<file path="config.mk">
export PLATFORM = sky130hd
export DESIGN_NAME = prog_loader
export DESIGN_NICKNAME = d
export VERILOG_FILES = /design/src/rtl/prog_loader_pkg.sv /design/src/rtl/prog_loader_byte_packer.sv /design/src/rtl/prog_loader.sv
export SDC_FILE = /design/constraint.sdc
export NUM_CORES = 1
export LEC_CHECK = 0
export BUFFER_PORTS_ARGS = -buffer_cell sky130_fd_sc_hd__clkbuf_2
export CORE_MARGIN = 1
export CORE_UTILIZATION = 40
export CTS_CLUSTER_DIAMETER = 60
export CTS_CLUSTER_SIZE = 30
export DETAILED_ROUTE_END_ITERATION = 10
export PLACE_DENSITY = 0.72
export SYNTH_ARGS = -nofsm -noshare
export SYNTH_HDL_FRONTEND = slang
export SYNTH_SLANG_ARGS = --single-unit
export TNS_END_PERCENT = 5
</file>
<file path="constraint.sdc">
create_clock -name clk -period 5.2 [get_ports clk]
set_clock_uncertainty 0.05 [all_clocks]
set_input_delay 0.78 -clock clk [delete_from_list [all_inputs] [get_ports clk]]
set_output_delay 0.78 -clock clk [all_outputs]
set_load 0.02 [all_outputs]
</file>
<file path="src/rtl/prog_loader_pkg.sv">
// Shared types and constants for the byte-stream program loader.
//   state_t        : loader FSM states
//   BYTES_PER_WORD : payload bytes packed into one memory word
//   LEN_BYTES      : header bytes carrying the little-endian word count
//   accepts_bytes  : states in which the loader offers rx_ready
package prog_loader_pkg;

  localparam int unsigned BYTE_W         = 8;
  localparam int unsigned WORD_W         = 32;
  localparam int unsigned BYTES_PER_WORD = 4;
  localparam int unsigned LEN_BYTES      = 2;
  localparam int unsigned LEN_W          = LEN_BYTES * BYTE_W;

  typedef enum logic [2:0] {
    LEN_LO,
    LEN_HI,
    DATA,
    WRITE,
    CSUM,
    DONE,
    ERR
  } state_t;

  function automatic logic accepts_bytes(input state_t s);
    return (s == LEN_LO) || (s == LEN_HI) || (s == DATA) || (s == CSUM);
  endfunction

endpackage

</file>
<file path="src/rtl/prog_loader_byte_packer.sv">
// Packs accepted bytes into little-endian 32-bit words.
//   clk, rst   : clock, async active-high reset
//   data/valid : byte and its accept strobe (only asserted on a real transfer)
//   last_c     : combinational, next accepted byte completes a word
//   word       : last completed word, held until the next one completes
//   word_valid : one-cycle pulse in the cycle after a word completes
module prog_loader_byte_packer
  import prog_loader_pkg::*;
(
  input  logic                clk,
  input  logic                rst,
  input  logic [BYTE_W-1:0]   data,
  input  logic                valid,
  output logic                last_c,
  output logic [WORD_W-1:0]   word,
  output logic                word_valid
);

  localparam int unsigned SR_W = WORD_W - BYTE_W;

  logic [1:0]      cnt;
  logic [SR_W-1:0] sr;

  assign last_c = (cnt == 2'(BYTES_PER_WORD - 1));

  // Bytes enter at the top so the first byte ends up in the lowest lane.
  always_ff @(posedge clk or posedge rst) begin
    if (rst) begin
      cnt        <= '0;
      sr         <= '0;
      word       <= '0;
      word_valid <= 1'b0;
    end else begin
      word_valid <= 1'b0;
      if (valid) begin
        cnt <= cnt + 2'(1);
        sr  <= {data, sr[SR_W-1:BYTE_W]};
        if (last_c) begin
          word       <= {data, sr};
          word_valid <= 1'b1;
        end
      end
    end
  end

endmodule

</file>
<file path="src/rtl/prog_loader.sv">
// Byte-stream program loader: reads a length header and a payload, writes
// packed words into instruction/data memory, then releases the CPU.
//   clk, rst             : clock, async active-high reset
//   rx_data/rx_valid     : input byte stream
//   rx_ready             : byte accepted this cycle when rx_valid is high
//   mem_we/addr/wdata    : registered memory write port (addr/wdata held)
//   cpu_rstn             : active-low CPU reset, 1 once the image is loaded
//   load_done / load_err : sticky completion / abort flags
//   words_loaded         : number of words written so far
// Optional feature macro: LOADER_CHECKSUM_EN (trailing XOR checksum byte).
module prog_loader
  import prog_loader_pkg::*;
#(
  parameter int unsigned ADDR_W    = 10,
  parameter logic [31:0] BASE_ADDR = 32'h0000_0000
) (
  input  logic                clk,
  input  logic                rst,
  input  logic [BYTE_W-1:0]   rx_data,
  input  logic                rx_valid,
  output logic                rx_ready,
  output logic                mem_we,
  output logic [31:0]         mem_addr,
  output logic [WORD_W-1:0]   mem_wdata,
  output logic                cpu_rstn,
  output logic                load_done,
  output logic                load_err,
  output logic [ADDR_W:0]     words_loaded
);

  localparam int unsigned CNT_W     = ADDR_W + 1;
  localparam int unsigned MAX_WORDS = 1 << ADDR_W;

  state_t            state, state_nxt;
  logic [BYTE_W-1:0] len_lo;
  logic [LEN_W-1:0]  frame_len;
  logic [LEN_W-1:0]  n_hdr;
  logic              xfer;
  logic              pk_last_c;
`ifdef LOADER_CHECKSUM_EN
  logic [BYTE_W-1:0] csum;
`endif

  assign xfer  = rx_valid & rx_ready;
  assign n_hdr = {rx_data, len_lo};

  prog_loader_byte_packer u_packer (
    .clk        (clk),
    .rst        (rst),
    .data       (rx_data),
    .valid      (xfer && (state == DATA)),
    .last_c     (pk_last_c),
    .word       (mem_wdata),
    .word_valid (mem_we)
  );

  // State register.
  always_ff @(posedge clk or posedge rst) begin
    if (rst) state <= LEN_LO;
    else     state <= state_nxt;
  end

  // Next-state logic; words_loaded is already incremented during WRITE.
  always_comb begin
    state_nxt = state;
    case (state)
      LEN_LO: if (xfer) state_nxt = LEN_HI;
      LEN_HI: begin
        if (xfer) begin
          if (n_hdr == '0)                    state_nxt = DONE;
          else if (32'(n_hdr) > MAX_WORDS)    state_nxt = ERR;
          else                                state_nxt = DATA;
        end
      end
      DATA:   if (xfer && pk_last_c) state_nxt = WRITE;
      WRITE: begin
        if (32'(words_loaded) == 32'(frame_len)) begin
`ifdef LOADER_CHECKSUM_EN
          state_nxt = CSUM;
`else
          state_nxt = DONE;
`endif
        end else begin
          state_nxt = DATA;
        end
      end
`ifdef LOADER_CHECKSUM_EN
      CSUM:   if (xfer) state_nxt = (rx_data == csum) ? DONE : ERR;
`endif
      DONE:   state_nxt = DONE;
      ERR:    state_nxt = ERR;
      default: state_nxt = ERR;
    endcase
  end

  // Registered status outputs follow the state being entered.
  always_ff @(posedge clk or posedge rst) begin
    if (rst) begin
      rx_ready  <= 1'b1;
      cpu_rstn  <= 1'b0;
      load_done <= 1'b0;
      load_err  <= 1'b0;
    end else begin
      rx_ready  <= accepts_bytes(state_nxt);
      cpu_rstn  <= (state_nxt == DONE);
      load_done <= (state_nxt == DONE);
      load_err  <= (state_nxt == ERR);
    end
  end

  // Header capture, word counter and address generator.
  always_ff @(posedge clk or posedge rst) begin
    if (rst) begin
      len_lo       <= '0;
      frame_len    <= '0;
      words_loaded <= '0;
      mem_addr     <= '0;
    end else begin
      if ((state == LEN_LO) && xfer) len_lo    <= rx_data;
      if ((state == LEN_HI) && xfer) frame_len <= n_hdr;
      if ((state == DATA) && (state_nxt == WRITE)) begin
        mem_addr     <= BASE_ADDR + (32'(words_loaded) << 2);
        words_loaded <= words_loaded + CNT_W'(1);
      end
    end
  end

`ifdef LOADER_CHECKSUM_EN
  // Running XOR over payload bytes only.
  always_ff @(posedge clk or posedge rst) begin
    if (rst)                       csum <= '0;
    else if ((state == DATA) && xfer) csum <= csum ^ rx_data;
  end
`endif

endmodule

</file>
# Word-level counts from Yosys, hierarchy flattened
# Cells that the tools add are included.
[op_classes] add_sub_neg=2 eq_ne=12 n_lt_le_gt_ge=1 n_bitwise=1 mux=9 reduce_logical=12
[ops] op="$mux W3" n=6
[ops] op="$eq A11 B16 Y1" n=1
[ops] op="$gt A16 B11 Y1 const B" n=1
[ops] op="$logic_not A16 Y1" n=1
[ops] op="$pmux W3 S5" n=1
[ops] op="$eq A3 B2 Y1 const B" n=4
[ops] op="$eq A3 B3 Y1 const B" n=4
[ops] op="$add A11 B1 Y11 const B" n=1
[ops] op="$eq A3 B1 Y1 const B" n=2
[ops] op="$logic_not A3 Y1" n=2
[ops] op="$logic_and A1 B1 Y1" n=5
[ops] op="$logic_or A1 B1 Y1" n=3
[ops] op="$add A2 B1 Y2 const B" n=1
[ops] op="$eq A2 B2 Y1 const B" n=1
[ops] op="$mux W1" n=2
[ops] op="$reduce_and A2 Y1" n=1
[ops] op="$and A1 B1 Y1" n=1
[totals] regBits=111 out_inout_bits=80 word_cells=49 in_bits=11

# Longest topological paths before layout
# Gate-level depths: netlist of the first run.
[depth] word_depth=9 mapped_depth=6 ltp_nobuf=6

# By module
# Synthesis of the first run repeated with hierarchy kept, for this count alone.
[hier_totals] hier_cells=367 hier_area_um2=4909.7
[by_module_without_submodules] mod="prog_loader" area_per_inst_um2=2582.5 cells_each=240 seq_area_each_um2=1302.5 n_inst=1
[by_module_without_submodules] mod="prog_loader_byte_packer" area_per_inst_um2=2327.2 cells_each=127 seq_area_each_um2=1476.4 n_inst=1

# Worst setup path after synthesis of the first run
# OpenSTA, ideal clock, no wires.
[synth_path] path_type="input-to-reg" startpoint="in rx_valid" endpoint="reg frame_len[8]" path_buffers=1 t_required_ns=5.025 setup_slack_ns=3.026 arrival_time_ns=1.999 stages=4 cell_sequence="nand2_1 > nor3_1 > buf_4 > mux2_2"
[synth_between] elab_chain_cells=2
[synth_lines] item="start, declared" line_no="prog_loader.sv:20" rtl="input logic rx_valid,"
[synth_lines] item="$and A1 B1 Y1" line_no="prog_loader.sv:44" rtl="assign xfer = rx_valid & rx_ready;"
[synth_lines] item="$logic_and A1 B1 Y1" line_no="prog_loader.sv:120" rtl="if ((state == LEN_HI) && xfer) frame_len <= n_hdr;"
[synth_lines] item="end signal, assigned" line_no="prog_loader.sv:120"
[synth_lines] item="end, declared" line_no="prog_loader.sv:36" rtl="logic [LEN_W-1:0] frame_len;"
# No other way between the ends.
# A chain may end at the register's enable or synchronous reset.

# Worst setup path after layout of the first run
[layout_path] startpoint="in rx_data[5]" endpoint="reg load_err"
[layout_between] elab_chain_cells=6
[layout_lines] item="start, declared" line_no="prog_loader.sv:19" rtl="input logic [BYTE_W-1:0] rx_data,"
[layout_lines] item="$gt A16 B11 Y1" line_no="prog_loader.sv:71" rtl="else if (32'(n_hdr) > MAX_WORDS) state_nxt = ERR;"
[layout_lines] item="$mux W3" line_no="prog_loader.sv:71"
[layout_lines] item="$mux W3 (*)" line_no="prog_loader.sv:70" rtl="if (n_hdr == '0) state_nxt = DONE;"
[layout_lines] item="$mux W3 (*)" line_no="prog_loader.sv:69" rtl="if (xfer) begin"
[layout_lines] item="$pmux W3 S5 (*)" line_no="prog_loader.sv:66" rtl="case (state)"
[layout_lines] item="named net state_nxt[2]" line_no="prog_loader.sv:34" rtl="state_t state, state_nxt;"
[layout_lines] item="$eq A3 B3 Y1 (*)" line_no="prog_loader.sv:107" rtl="load_err <= (state_nxt == ERR);"
[layout_lines] item="end signal, assigned" line_no="prog_loader.sv:107"
[layout_lines] item="end, declared" line_no="prog_loader.sv:27" rtl="output logic load_err,"
# Mark *: on every way through the listed nets, which the timed path passes. The rest lies on a longest branch.

==> results of run 1 <==
-- kinds of logic after synthesis --
group	count (synthesis)	share of synthesized area
DFF	111	0.581
muxes	94	0.236
and+or+nand+nor	48	0.0615
buffers and inverters	37	0.0651
xor gates and xnor gates	22	0.0403
AOI/OAI and AO/OA	8	0.0105
adders and majority gates	2	0.00523
other	1	0.000784
-- critical path, cell delays in order --
cell and delay [ps]:
clkbuf_2 120, or4_1 550, or3_1 320, mux2i_1 190
o211ai_1 150, a21boi_0 150
-- state kept, by name, indices dropped and copies added, names as in the netlist --
name                 count
rx_ready                 1
u_packer.sr             24
u_packer.word           32
frame_len               16
mem_addr                11
words_loaded            11
load_err                 1
state                    3
len_lo                   8
u_packer.word_valid      1
u_packer.cnt             2
load_done                1
-- layout make-up --
cell class	count	area, um^2
clock buffer	10	229
clock inverter	6	60.1
fill	1002	6110
inverter	3	13.8
multi-input combinational	195	1770
sequential	111	2780
tap	143	179
timing repair buffer	73	375
-- cells in the mapped netlist (all sizes together), types with 2 or more instances --
cell type,count
buf,33
dfrtp,110
ha,2
inv,3
mux2,93
nand2,7
nand2b,3
nand3,6
nand4,6
nor2,4
nor3,4
nor4,8
o21ai,3
or3,2
or4,3
xnor2,7
xor2,15
-- metal layers --
layer | routed length (um) | track usage
met2 | 4160 | 0.236
met1 | 4070 | 0.206
met4 | 163 | 0.0712
met3 | 274 | 0.0272
met5 | 0 | 0
-- where the power goes --
group / internal [mW] / leakage, nW / switching [mW]
registers: 0.862 / 1.53 / 0
logic: 0.00441 / 1.26 / 0.0371
clock network: 0.339 / 0.143 / 0.325
-- final timing paths --
check                                  endpoint  cells past startpoint  slack, ps            start
worst max-delay path                   load_err                      6       3110       rx_data[5]
max in group asynchronous       u_packer.sr[22]                      3       3500              rst
worst min-delay path            u_packer.cnt[0]                      1        440  u_packer.cnt[0]
worst max register to register        len_lo[0]                      3       3140         rx_ready
worst min register to register  u_packer.cnt[0]                      1        440  u_packer.cnt[0]
min in group asynchronous           mem_addr[9]                      2        580              rst
-- through the flow --
step	setup WS [ps]	hold slack, ps	power [mW]	utilization
global placement	2810	417	0.922	0.444
detailed placement	2750	427	0.922	0.444
floorplan	1440	402	0.919	-
finish	3110	435	1.57	0.469
global route	3010	470	1.63	0.469
CTS	3130	439	1.59	0.469
==> key figures, run 1 <==
Floorplan
  • Die Wd: between 100 and 150 um
  • Io pins: 91
  • Initial Util: 0.415
  • Die Y: roughly 110 um
  • Die area: between 10000 and 15000 um^2
  • Core area: 11500 um^2
  • Cell row count: 39

Timing
  • Pin slew with the least headroom to its limit: 971 ps
  • Rel. slew slack: 0.347
  • Final number of setup-violating endpoints: 0
  • Setup TNS: 0 ps
  • Min Tclk post-route: about 2100 ps
  • FMAX: around 0.48 GHz
  • Crit share post-route: 0.402
  • RSZ-0062 raised after global routing: no
  • Final hold violation count: 0
  • Slew Limit Fails: 0

Setup path
  • Critical Path RT: 5380 ps
  • Arr. time, crit path: approximately 2300 ps
  • Critical path type: in -> reg
  • CP Launch Type: primary input
  • Critical-path maximum fanout: 6
  • Crit end category: register

Placed design
  • Post-Place Cell Area: 5120 um^2
  • Final Wtd Congestion: around 0.76
  • Cells after DPL: between 500 and 600
  • DPL Wire Length: 6010 um
  • IO buf count: between 60 and 70

Yosys
  • Netlist cell types: 40
  • Primary FF master, synth: dfrtp_1
  • Syn Area/Cell: 14.8 um^2
  • EDFF count, synth: 0
  • YS warnings: 0
  • Async SR Flop Fraction: 1.00
  • Share of Yosys cell area claimed by the top area cell type: 0.575
  • Mapped Cells: between 300 and 400
  • Netlist Area Pre-Place: 4780 um^2
  • Ranking of synthesized cells by area: dfrtp_1, mux2_2, mux2_4
  • Cell accounting for the most synthesized area: dfrtp_1
  • Register area share after synthesis: 0.581
  • #FFs+latches synth: between 100 and 150

Final layout
  • Most common cell after layout, fill and taps aside: dfrtp_1
  • Area growth from synthesis to layout: 13.0%
  • Share of post-route cells with drive strength above 1: 0.475
  • Number of diodes: 0
  • Nets: between 400 and 500
  • Cell area after layout: around 5400 um^2
  • Layout Cells excl Fill: approximately 540
  • Most frequent cells in the layout: dfrtp_1, mux2_2, clkbuf_2

Power
  • LEAKAGE: 2.94 nW
  • Power Dens Cells: around 290 nW/um^2
  • Peak supply drop: approximately 0.00014 V

Global route
  • Gr usage total: 0.151
  • Vias in the first global route: roughly 2800
  • Initial antenna violation count: 0
  • Largest net degree at the start of global routing: between 80 and 90
  • First-pass GRT wire length: around 15000 um
  • GR Overflow Total: 0

CTS
  • Hold buffers post-CTS: 0
  • H-tree Lvls: 3
  • Clock-pin slew on the worst setup and hold paths: 80 ps
  • Num CTS Buffers: 9
  • CTS tree: yes
  • CTS max path bufs: 2
  • Clock sinks: between 100 and 150
  • Setup bufs post-CTS: 0
  • Clock root cell: clkbuf_16
  • Later-pin clock latency in the skew report: between 300 and 400 ps
  • CTS resizes: 0

Routing
  • Starting DRT DRC Count: between 100 and 150
  • Drt total wl: 8670 um
  • DRC violations left: 8
  • DRT Pass-1 Iters: 7
  • Drt wl/cell: 16.0 um
  • Number of routed nets with antenna violations: 0
  • Via count: ~2700
  • Via density: between 5 and 6

Min path
  • Hold WC Path Type: reg -> reg

Run status
  • Failing checks: DRC
  • Status: complete, but fails checks

Flow run
  • Max cap viols: 0
Power figures use the tool's default switching activity.
==> run 2: changes to the inputs <==
--- a/config.mk
+++ b/config.mk
@@ -11,7 +11,7 @@
 export CTS_CLUSTER_DIAMETER = 60
 export CTS_CLUSTER_SIZE = 30
 export DETAILED_ROUTE_END_ITERATION = 10
-export PLACE_DENSITY = 0.72
+export PLACE_DENSITY = 0.74
 export SYNTH_ARGS = -nofsm -noshare
 export SYNTH_HDL_FRONTEND = slang
 export SYNTH_SLANG_ARGS = --single-unit
==> constraint.sdc (replaced) <==
create_clock -name clk -period 1.8 [get_ports clk]
set_clock_uncertainty 0.05 [all_clocks]
set_input_delay 0.27 -clock clk [delete_from_list [all_inputs] [get_ports clk]]
set_output_delay 0.27 -clock clk [all_outputs]
set_load 0.02 [all_outputs]
==> run 2 against run 1 <==
The flow still finishes with violations (DRC). Critical path depth unchanged. Worst hold slack got worse by 190 ps. Wire length increased by 12%. Clock power rose to 3.1 times the previous value. Power increased to 3.0 times the previous value. Sequential cell count stayed put. Die area stayed put. Cell count grew 7.0%. Register-to-register slack worse by 3100 ps. Largest cell class unchanged.
==> key figures, run 2 (synthesized netlist as in run 1, its figures left out) <==
Final layout
  • Cell area after layout: ~6000 um^2
  • Top Registers: u_packer.word (32), u_packer.sr (24), frame_len (16)
  • Most common cell after layout, fill and taps aside: dfrtp_1
  • Largest register FFs: 32
  • Fillers: about 960
  • Number of diodes: 0
  • Most frequent cells in the layout: dfrtp_1, clkbuf_2, mux2_2
  • Nets: about 440
  • Area growth from synthesis to layout: 24.8%
  • Biggest register: u_packer.word
  • Share of post-route cells with drive strength above 1: 0.546
  • Core Util, Final: 0.519
  • Layout Cells excl Fill: roughly 580

Floorplan
  • Initial Util: 0.415
  • Die area: 12400 um^2
  • Die Y: around 110 um
  • Die Wd: roughly 110 um
  • Core area: between 10000 and 15000 um^2
  • Cell row count: 39
  • Io pins: between 90 and 100

CTS
  • CTS tree: yes
  • Clock sinks: ~110
  • Num CTS Buffers: 9
  • Later-pin clock latency in the skew report: between 300 and 400 ps
  • CTS max path bufs: 2
  • Clock-pin slew on the worst setup and hold paths: 70 ps
  • H-tree Lvls: 3
  • Clock root cell: clkbuf_16

Routing
  • Drt wl/cell: 16.8 um
  • Via count: between 2000 and 3000
  • Via density: between 4 and 5
  • DRT Pass-1 Iters: 7
  • DRC violations left: 16
  • Starting DRT DRC Count: around 150
  • Drt total wl: 9730 um
  • Number of routed nets with antenna violations: 0

Global route
  • Vias in the first global route: 2941
  • GR Overflow Total: 0
  • Initial antenna violation count: 0
  • Gr usage total: 0.158
  • First-pass GRT wire length: between 15000 and 20000 um
  • Largest net degree at the start of global routing: between 50 and 60

Setup path
  • Arr. time, crit path: about 2000 ps
  • CP Launch Type: register
  • Critical Path RT: ~2000 ps
  • Crit end category: register
  • Critical-path maximum fanout: 7
  • Critical path type: reg -> reg

Placed design
  • IO buf count: between 60 and 70
  • Cells after DPL: between 500 and 600
  • Final Wtd Congestion: around 0.86
  • Post-Place Cell Area: 5430 um^2
  • DPL Wire Length: roughly 6500 um

Timing
  • Final number of setup-violating endpoints: 0
  • RSZ-0062 raised after global routing: yes
  • Min Tclk post-route: 1790 ps
  • Slew Limit Fails: 0
  • Setup TNS: 0 ps
  • FMAX: about 0.56 GHz
  • Final hold violation count: 0
  • Fin Hold WS: roughly 250 ps
  • Crit share post-route: 0.997

Power
  • LEAKAGE: 3.20 nW
  • Sw Ratio: 0.209
  • Peak supply drop: between 0.0004 and 0.0005 V
  • Power Dens Cells: about 800 nW/um^2
  • Reg power frac: 0.528
  • Int Pwr: about 3.7 mW
  • Switching Power: ~990 uW
  • Combinational Power Share: 0.032
  • Clk pwr share: 0.440

Flow run
  • Max cap viols: 0

Run status
  • Status: complete, but fails checks
  • Failing checks: DRC

Min path
  • Hold WC Path Type: in -> reg
==> run 2: power by group through the flow <==
| stage | combinational [mW] | clock (mW) | sequential (mW) |
|---|---|---|---|
| 2_1_floorplan | 0.114 | 0 | 2.54 |
| 3_3_place_gp | 0.149 | 0 | 2.54 |
| 3_5_place_dp | 0.150 | 0 | 2.54 |
| 4_1_cts | 0.152 | 2.12 | 2.49 |
| 5_1_grt | 0.166 | 2.23 | 2.49 |
| 6_report | 0.151 | 2.08 | 2.49 |
==> run 2: metal layers <==
metal  GRT usage  routed length, um  vias to the layer above
li1            -                  -                     1311
met1       0.208               4270                     1496
met2       0.260               5010                       66
met3      0.0283                296                       12
met4      0.0667                150                        0
met5           0                  0                        -
==> run 2: final timing paths <==
check | slack (ps) | endpoint | cells after the start | from
max | 6 | u_packer.word[1] | 6 | rx_ready
min | 250 | u_packer.sr[22] | 3 | rx_data[6]
max reg2reg | 6 | u_packer.word[1] | 6 | rx_ready
min reg2reg | 450 | u_packer.cnt[0] | 1 | u_packer.cnt[0]
max in group asynchronous | 750 | rx_ready | 4 | rst
min in group asynchronous | 340 | u_packer.word[26] | 3 | rst
==> run 2: repair_timing <==
action,4_1_cts,5_1_grt
endpoints found under the setup margin,47,59
buffers inserted,1,1
hold endpoints to repair,7,0
hold buffers,1,0
resized for setup,13,31
cloned,1,2
pin swaps,3,1
==> run 2: worst max-delay path: stages (launching register included) <==
cell and delay, ps:
dfstp_2 560, nand2_4 70, nor4_4 200, buf_4 190, buf_8 150, buf_8 140
mux2_2 330
==> run 2: stage by stage <==
step / setup WS [ps] / power (mW)
finish: 5.61 / 4.72
global route: -42.4 / 4.89
CTS: 10.0 / 4.76
detailed placement: -123 / 2.69
global placement: -63.3 / 2.69
floorplan: -217 / 2.66
==> run 2: final cells by class <==
type | instances | area, um^2 | share of cell area
Timing Repair Buffer | 111 | 774 | 0.130
Inverter | 3 | 15.0 | 0.00251
Tap cell | 143 | 179 | 0.0300
Clock inverter | 3 | 50.0 | 0.00838
Sequential cell | 111 | 2780 | 0.466
Multi-Input combinational cell | 195 | 1900 | 0.319
Clock buffer | 13 | 270 | 0.0452
